--- config.mk ---
export PLATFORM = sky130hd
export DESIGN_NAME = sq_mag_module_flat
export DESIGN_NICKNAME = d
export VERILOG_FILES = /design/src/rtl/sq_mag_module_if.sv /design/src/rtl/sq_mag_module.sv /design/src/flat_wrapper.sv
export SDC_FILE = /design/constraint.sdc
export NUM_CORES = 2
export LEC_CHECK = 0
export ABC_AREA = 1
export CAP_MARGIN = 20
export CORE_ASPECT_RATIO = 0.9
export CORE_MARGIN = 5
export CORE_UTILIZATION = 45
export CTS_BUF_LIST = sky130_fd_sc_hd__clkbuf_16
export DETAILED_ROUTE_END_ITERATION = 12
export GPL_TIMING_DRIVEN = 0
export PLACE_DENSITY = 0.72
export RECOVER_POWER = 25
export SYNTH_ARGS = -nofsm -noshare
export SYNTH_HDL_FRONTEND = slang
export SYNTH_SLANG_ARGS = --single-unit
--- constraint.sdc ---
create_clock -name clock -period 6.8 [get_ports clock]
set_input_delay 1.02 -clock clock [delete_from_list [all_inputs] [get_ports clock]]
set_output_delay 1.02 -clock clock [all_outputs]
set_load 0.03 [all_outputs]
--- src/rtl/sq_mag_module_if.sv ---
// Settings bus, complex FFT input stream and squared-magnitude output of sq_mag_module.
interface sq_mag_module_if;
    logic               set_stb;
    logic [7:0]         set_addr;
    logic [31:0]        set_data;
    logic signed [15:0] xk_re;
    logic signed [15:0] xk_im;
    logic [9:0]         xk_index;
    logic               dv_fft;
    logic [31:0]        xk_sq_m;
    logic               dv_sq_m;
    logic               sync_lost;

    modport master (
        output set_stb, set_addr, set_data, xk_re, xk_im, xk_index, dv_fft,
        input  xk_sq_m, dv_sq_m, sync_lost
    );

    modport slave (
        input  set_stb, set_addr, set_data, xk_re, xk_im, xk_index, dv_fft,
        output xk_sq_m, dv_sq_m, sync_lost
    );
endinterface

--- src/rtl/sq_mag_module.sv ---
// Frame-aligned, frame-decimating |X[k]|^2 stage feeding the energy detector.
// States: HUNT | wait for index 0 ; PASS | forward frame ; SKIP | discard decimated frames
module setting_reg #(
    parameter logic [7:0]       ADDR  = 8'd0,
    parameter int               WIDTH = 8,
    parameter logic [WIDTH-1:0] INIT  = '0
) (
    input  logic             clock,
    input  logic             reset,
    input  logic             set_stb,
    input  logic [7:0]       set_addr,
    input  logic [WIDTH-1:0] data,
    output logic [WIDTH-1:0] out
);
    always_ff @(posedge clock or posedge reset) begin
        if (reset)
            out <= INIT;
        else if (set_stb && set_addr == ADDR)
            out <= data;
    end
endmodule

module sq_mag_module #(
    parameter logic [7:0] ADDR_LEN = 8'd4,
    parameter logic [7:0] ADDR_DEC = 8'd5
) (
    input  logic            clock,
    input  logic            reset,
    sq_mag_module_if.slave  bus
);
    typedef enum logic [1:0] {HUNT, PASS, SKIP} state_t;

    logic [3:0] len_reg, len_new, len_w;
    logic [7:0] dec_reg, dec_new, dec_w;
    logic       unused_set_data;

    setting_reg #(.ADDR(ADDR_LEN), .WIDTH(4), .INIT(4'd10)) u_len (
        .clock(clock), .reset(reset), .set_stb(bus.set_stb), .set_addr(bus.set_addr),
        .data(bus.set_data[3:0]), .out(len_reg)
    );

    setting_reg #(.ADDR(ADDR_DEC), .WIDTH(8), .INIT(8'd1)) u_dec (
        .clock(clock), .reset(reset), .set_stb(bus.set_stb), .set_addr(bus.set_addr),
        .data(bus.set_data[7:0]), .out(dec_reg)
    );

    assign unused_set_data = &{1'b0, bus.set_data[31:8]};

    always_comb begin
        len_new = len_reg;
        if (len_reg < 4'd4)
            len_new = 4'd4;
        else if (len_reg > 4'd10)
            len_new = 4'd10;
        dec_new = (dec_reg == 8'd0) ? 8'd1 : dec_reg;
    end

    state_t             state;
    logic [9:0]         exp_idx, last_idx;
    logic [7:0]         fcnt, fcnt_inc;
    logic               v1, v2;
    logic signed [15:0] re1, im1;
    logic signed [31:0] re_sq, im_sq;

    assign last_idx = 10'((11'd1 << len_w) - 11'd1);
    assign fcnt_inc = fcnt + 8'd1;

    // Frame tracking plus pipeline stage 1 (input capture and forward decision).
    always_ff @(posedge clock or posedge reset) begin
        if (reset) begin
            state         <= HUNT;
            exp_idx       <= '0;
            fcnt          <= '0;
            len_w         <= 4'd10;
            dec_w         <= 8'd1;
            v1            <= 1'b0;
            re1           <= '0;
            im1           <= '0;
            bus.sync_lost <= 1'b0;
        end else begin
            v1            <= 1'b0;
            bus.sync_lost <= 1'b0;
            re1           <= bus.xk_re;
            im1           <= bus.xk_im;
            if (bus.dv_fft) begin
                unique case (state)
                    HUNT: begin
                        if (bus.xk_index == 10'd0) begin
                            state   <= PASS;
                            v1      <= 1'b1;
                            len_w   <= len_new;
                            dec_w   <= dec_new;
                            fcnt    <= '0;
                            exp_idx <= 10'd1;
                        end
                    end
                    PASS, SKIP: begin
                        if (bus.xk_index != exp_idx) begin
                            state         <= HUNT;
                            bus.sync_lost <= 1'b1;
                        end else begin
                            v1      <= (state == PASS);
                            exp_idx <= exp_idx + 10'd1;
                            if (bus.xk_index == last_idx) begin
                                exp_idx <= '0;
                                if (state == PASS) begin
                                    if (dec_w > 8'd1) begin
                                        state <= SKIP;
                                    end else begin
                                        len_w <= len_new;
                                        dec_w <= dec_new;
                                    end
                                end else if (fcnt_inc == dec_w - 8'd1) begin
                                    fcnt  <= '0;
                                    state <= PASS;
                                    len_w <= len_new;
                                    dec_w <= dec_new;
                                end else begin
                                    fcnt <= fcnt_inc;
                                end
                            end
                        end
                    end
                    default: state <= HUNT;
                endcase
            end
        end
    end

    // Stages 2 and 3: squares, then their sum; the sum cannot exceed 2^31.
    always_ff @(posedge clock or posedge reset) begin
        if (reset) begin
            v2          <= 1'b0;
            re_sq       <= '0;
            im_sq       <= '0;
            bus.dv_sq_m <= 1'b0;
            bus.xk_sq_m <= '0;
        end else begin
            v2          <= v1;
            re_sq       <= re1 * re1;
            im_sq       <= im1 * im1;
            bus.dv_sq_m <= v2;
            if (v2)
                bus.xk_sq_m <= $unsigned(re_sq) + $unsigned(im_sq);
        end
    end
endmodule
--- src/flat_wrapper.sv ---
// flat-port wrapper written by rule: the top's interface ports become plain ports
module sq_mag_module_flat 
#(
    parameter logic [7:0] ADDR_LEN = 8'd4,
    parameter logic [7:0] ADDR_DEC = 8'd5
)
  (clock, reset, bus_set_stb, bus_set_addr, bus_set_data, bus_xk_re, bus_xk_im, bus_xk_index, bus_dv_fft, bus_xk_sq_m, bus_dv_sq_m, bus_sync_lost);
  sq_mag_module_if bus_i ();
  input  logic clock;
  input  logic reset;
  input wire logic [$bits(bus_i.set_stb)-1:0] bus_set_stb;
  input wire logic [$bits(bus_i.set_addr)-1:0] bus_set_addr;
  input wire logic [$bits(bus_i.set_data)-1:0] bus_set_data;
  input wire logic [$bits(bus_i.xk_re)-1:0] bus_xk_re;
  input wire logic [$bits(bus_i.xk_im)-1:0] bus_xk_im;
  input wire logic [$bits(bus_i.xk_index)-1:0] bus_xk_index;
  input wire logic [$bits(bus_i.dv_fft)-1:0] bus_dv_fft;
  output wire logic [$bits(bus_i.xk_sq_m)-1:0] bus_xk_sq_m;
  output wire logic [$bits(bus_i.dv_sq_m)-1:0] bus_dv_sq_m;
  output wire logic [$bits(bus_i.sync_lost)-1:0] bus_sync_lost;
  assign bus_i.set_stb = bus_set_stb;
  assign bus_i.set_addr = bus_set_addr;
  assign bus_i.set_data = bus_set_data;
  assign bus_i.xk_re = bus_xk_re;
  assign bus_i.xk_im = bus_xk_im;
  assign bus_i.xk_index = bus_xk_index;
  assign bus_i.dv_fft = bus_dv_fft;
  assign bus_xk_sq_m = bus_i.xk_sq_m;
  assign bus_dv_sq_m = bus_i.dv_sq_m;
  assign bus_sync_lost = bus_i.sync_lost;
  sq_mag_module #(.ADDR_LEN(ADDR_LEN), .ADDR_DEC(ADDR_DEC)) u_core (.clock(clock), .reset(reset), .bus(bus_i));
endmodule
# Yosys cells after proc, flatten, opt, wreduce, memory -nomap -nowiden
# Index checks and enable logic that the tools add are counted.
# classes
muxes	41
n_eq_ne	16
mul	2
n_addsub	5
order_cmp	3
n_shift	1
n_reduce_logical	11
# op_table
operator	n
8-bit 2-to-1 mux	12
16-bit by 16-bit multiplier with 32-bit output	2
32-bit adder	1
4-bit 2-to-1 mux	8
8-bit one-hot mux with 2 select lines	2
10-bit 2-to-1 mux	3
10-bit one-hot mux with 2 select lines	1
8-bit by 3-bit equality test with 1-bit output, second input constant	2
2-bit 2-to-1 mux	6
10-bit by 1-bit adder with 10-bit output, second input constant	1
10-bit equality test	1
10-bit logical NOT	1
10-bit != test	1
1-bit by 4-bit left shift with 10-bit output, first input constant	1
10-bit by 1-bit subtractor with 10-bit output, second input constant	1
8-bit by 1-bit adder with 8-bit output, second input constant	1
8-bit equality test	1
8-bit by 1-bit > comparator with 1-bit output, second input constant	1
8-bit logical NOT	1
4-bit one-hot mux with 2 select lines	1
8-bit by 1-bit subtractor with 8-bit output, second input constant	1
7-bit AND reduction	1
1-bit 2-to-1 mux	6
3-bit by 1-bit != test with 1-bit output, second input constant	2
other kinds (18)	21
# word_totals
regBits	176
inputBits	86

# Longest topological paths before layout
# depth
ltp_word	8
mapped_depth	29
mapped_depth_nobuf	28

# Modules after synthesis
# Synthesis repeated with hierarchy kept, for this count alone.
# hier_totals
hier_cells	3206
hier_area_um2	27045.9
# by_module_without_submodules
module	cells_each	n_inst	area_each_um2	seq_area_each_um2
sq_mag_module	3132	1	26402.8	4057.6
setting_reg (u_core.u_dec)	43	1	402.9	201.4
setting_reg (u_core.u_len)	31	1	240.2	102.6

# Least setup slack after synthesis
# Ideal clock, no wire load.
# synth_path
kind	register to register
start	register u_core.im1[1]
end	register u_core.im_sq[31]
arrival_ps	5624
stages_incl_launch_ff	23
t_required_ps	6721
setup_ps	79
n_path_buf	2
path_slack_ps	1097
synth_period_minus_slack_ps	5703
cell_sequence	dfrtp_1 clkbuf_1 clkbuf_1 nand2_1 inv_1 fa_1 fa_1 inv_1 fa_1 fa_1 inv_1 fa_1 inv_1 fa_1 inv_1 ha_1 nand2_1 nor3_1 nand4_1 inv_1 nand4_1 o211ai_1 xor2_1
# synth_between
elab_chain_cells	1
# synth_rtl
item	line	rtl
start, declared	sq_mag_module.sv:62	logic signed [15:0] re1, im1;
start signal, assigned	sq_mag_module.sv:84	im1 <= bus.xk_im;
16-bit by 16-bit multiplier with 32-bit output	sq_mag_module.sv:141	im_sq <= im1 * im1;
end signal, assigned	sq_mag_module.sv:141	
end, declared	sq_mag_module.sv:63	logic signed [31:0] re_sq, im_sq;
# Every way passes these cells.
# A chain may end at the register's enable or synchronous reset.

# Worst setup path in the final report
# layout_path
start	register u_core.im1[11]
end	register u_core.im_sq[27]
# Same word-level chain as after synthesis.

==> results.py <==
metrics = {
    "die": {
        "fp.dieH_um": 242,
        "rows": 85,
        "ioPinCount": 120,
        "fp.dieArea_um2": 64800,
        "dieWidth_um": 268,
        "start_util_pct": 45.2,
        "design.core.area_um2": 59600,
    },
    "min_path": {
        "hold_class": "register to register",
        "hold_path_depth": 0,
        "hp-start": "u_core.v1",
        "hold_path_end": "u_core.v2",
    },
    "placement": {
        "dpl.hpwl_mm": 53.4,
        "place_ws_ns": -0.0592,
        "place_congestion": 0.922,
        "io_buffers": 95,
    },
    "global_routing": {
        "grt_max_degree": 101,
        "antenna_found_initial": 0,
        "grt_util_all_layers_pct": 20.2,
        "overflow": 0,
        "grt_pass1_vias": 21200,
        "grt_pass1_wl_mm": 105,
    },
    "flow_run": {
        "drv_cap": 1,
    },
    "sta": {
        "fin_crit_ns": 6.49,
        "fin_ws_ns": 0.313,
        "rsz0062_at_grt": "no",
        "tns_ns": 0,
        "setup_viol_count_final": 0,
        "finalCritPeriodShare_pct": 95.4,
        "maxSlewHeadroom_pct": -134,
        "max_freq_ghz": 0.154,
        "finalHoldViolCount": 0,
        "skew_ns": 0.0192,
        "tightest_slew_ns": 3.50,
        "finalMaxSlewViolations": 75,
    },
    "synth": {
        "yosysWarnings": 0,
        "syn_area_per_cell_um2": 8.34,
        "ys_async_sr_fraction_pct": 100,
        "synth_edf_count": 0,
        "synth_area_um2": 26900,
        "yosysUniqueCellTypes": 51,
        "synthCells": 3226,
        "synth_top_area_cell": "fa_1",
        "syn_nets": 3991,
        "yosys-top-cells-count": "inv_1, nand2_1, fa_1",
        "synth_most_common_cell": "inv_1",
        "yosysTopAreaCellShare_pct": 34.9,
        "ys_seq_area_share_pct": 16.2,
        "synthTopCellsByArea": "fa_1, dfrtp_1, inv_1",
        "ys.flop_type": "dfrtp_1",
        "synth_seq_cells": 174,
    },
    "setup_path": {
        "cp_top_family": "adder cells",
        "r2r_end": "u_core.im_sq[27]",
        "critPathSlowestCell": "fa_1",
        "critPathMostFrequentCell": "fa_1",
        "rr_worst_depth": 23,
        "crit_type": "register to register",
        "r2r_start": "u_core.im1[11]",
        "cp-start-kind": "register",
        "startpoint": "u_core.im1[11]",
        "path_max_fanout": 10,
        "reg2reg_slack_ns": 0.31,
        "path_buf_inv": 6,
        "cpPeakStageDelay_ns": 0.53,
        "crit_chain": "clkbuf_1, clkbuf_2, nand2_1, fa_1, fa_1, fa_1, inv_1, fa_1, fa_1, inv_1, fa_1, inv_1, ha_1, nand2_1, inv_1, nand2_1, nor3_1, nand4_1, nand3_1, a21o_1, nand2_1, nand3_1, nand2_1",
        "worstPathRequired_ns": 7.18,
        "arrival_ns": 6.87,
        "worstSetupEndpointType": "register",
    },
    "cts": {
        "cts-root-buf": "clkbuf_16",
        "clock_sinks": 174,
        "clock_latency_ns": 0.51,
        "cts_hold_buf": 0,
        "cts_htree_levels": 4,
        "cts_buffers": 17,
        "clk_pin_slew_ns": 0.09,
        "cts_tree": "done",
        "clock_path_buffers": 2,
    },
    "routing": {
        "ant_nets": 0,
        "route.vias.total": 20400,
        "drc_errors": 0,
        "wl_per_cell_um": 15.3,
        "drt_wl_total_mm": 63.1,
        "firstDrtPassIters": 5,
        "dr.first_iter.drc_count": 1279,
        "viasPerCell": 4.95,
    },
    "run_status": {
        "status": "finished, violations left",
        "violations": "max-capacitance violations, max-slew violations",
    },
    "cells_and_area": {
        "fin_nets": 4101,
        "drive_gt1_share_pct": 3.91,
        "area_growth_pct": 9.68,
    },
}
## layer usage
metal | part of all wire, % | global-route usage [%]
met5 | 0 | 0
met4 | 1.6 | 4.69
met1 | 46 | 29.2
met2 | 46 | 31.7
met3 | 6.9 | 4.09
## sequential cells by signal, indices dropped and copies added (netlist names), 2 cells and up
register,flops
u_core.len_w,4
u_core.im1,16
u_core.re1,16
u_core.dec_w,8
u_core.fcnt,8
u_core.state,2
u_core.re_sq,31
u_core.u_dec.out,8
u_core.exp_idx,10
u_core.bus.xk_sq_m,32
u_core.im_sq,31
u_core.u_len.out,4
## worst reg2reg max path, delay by kind of cell (launching register included)
| kind | cells | cell delay, ns |
|---|---|---|
| adder cells (fa/ha/maj) | 7 | 3.37 |
| AND/OR/NAND/NOR | 9 | 1.36 |
| buffers and inverters | 6 | 1.15 |
| flip-flops | 1 | 0.33 |
| AO/OA/AOI/OAI | 1 | 0.17 |
## worst max path at each step
stage | cells after the start | to
3_3_place_gp | 2 | u_core.im1[14]
5_1_grt | 19 | u_core.im_sq[31]
6_report | 23 | u_core.im_sq[27]
3_5_place_dp | 20 | u_core.im_sq[31]
4_1_cts | 20 | u_core.im_sq[31]
2_1_floorplan | 1 | u_core.bus.dv_sq_m
## area by class of cell
type,count,area [um2]
fillers,5700,30100
multi-input cells,2073,18800
flip-flops and latches,174,4360
inverters,895,3360
well taps,783,980
repair buffers,96,978
clock buffers,17,425
plain buffers,79,370
clock inverters,15,193
diodes,1,2.50
## kinds of logic after synthesis
logic type | after synthesis | share of synthesized area [%]
buffers and inverters | 979 | 13.8
adder cells (fa/ha/maj) | 679 | 44.7
AND/OR/NAND/NOR | 1008 | 15.6
flip-flops | 174 | 16.2
AO/OA/AOI/OAI | 271 | 5.91
XOR/XNOR | 115 | 3.75
## metrics by stage
step	utilization (%)	std cells	hold slack, ns	cell area (um2)
after global placement	48.4	4104	0.337	28800
after detailed placement	48.5	4105	0.343	28900
after floorplan	-	3226	0.331	26900
after CTS	49.5	4137	0.361	29500
final	49.5	4133	0.365	29500
after global routing	49.5	4132	0.382	29500
## cells in the final DEF (no fill, tap or decap), types with 19 or more instances in the layout
| cell | Yosys | final |
|---|---|---|
| nor2_1 | 169 | 169 |
| a21oi_1 | 96 | 96 |
| o21ai_0 | 84 | 84 |
| clkbuf_2 | 1 | 30 |
| dfrtp_1 | 168 | 167 |
| nor3_1 | 19 | 19 |
| nand2_1 | 651 | 651 |
| clkdlybuf4s50_1 | 0 | 62 |
| ha_1 | 210 | 210 |
| nand4_1 | 31 | 31 |
| fa_1 | 469 | 467 |
| clkbuf_1 | 76 | 42 |
| inv_1 | 892 | 891 |
| xnor2_1 | 43 | 43 |
| nand3_1 | 92 | 92 |
| xor2_1 | 72 | 72 |
| dlygate4sd3_1 | 0 | 33 |
## timing repair
action                                  4_1_cts  5_1_grt
resized for setup                             1       59
endpoints found under the setup margin        1       16
setup buffers                                 0        0
Power is not shown: default switching activity piles up to over one toggle a cycle in this logic, so the estimate is an artifact.
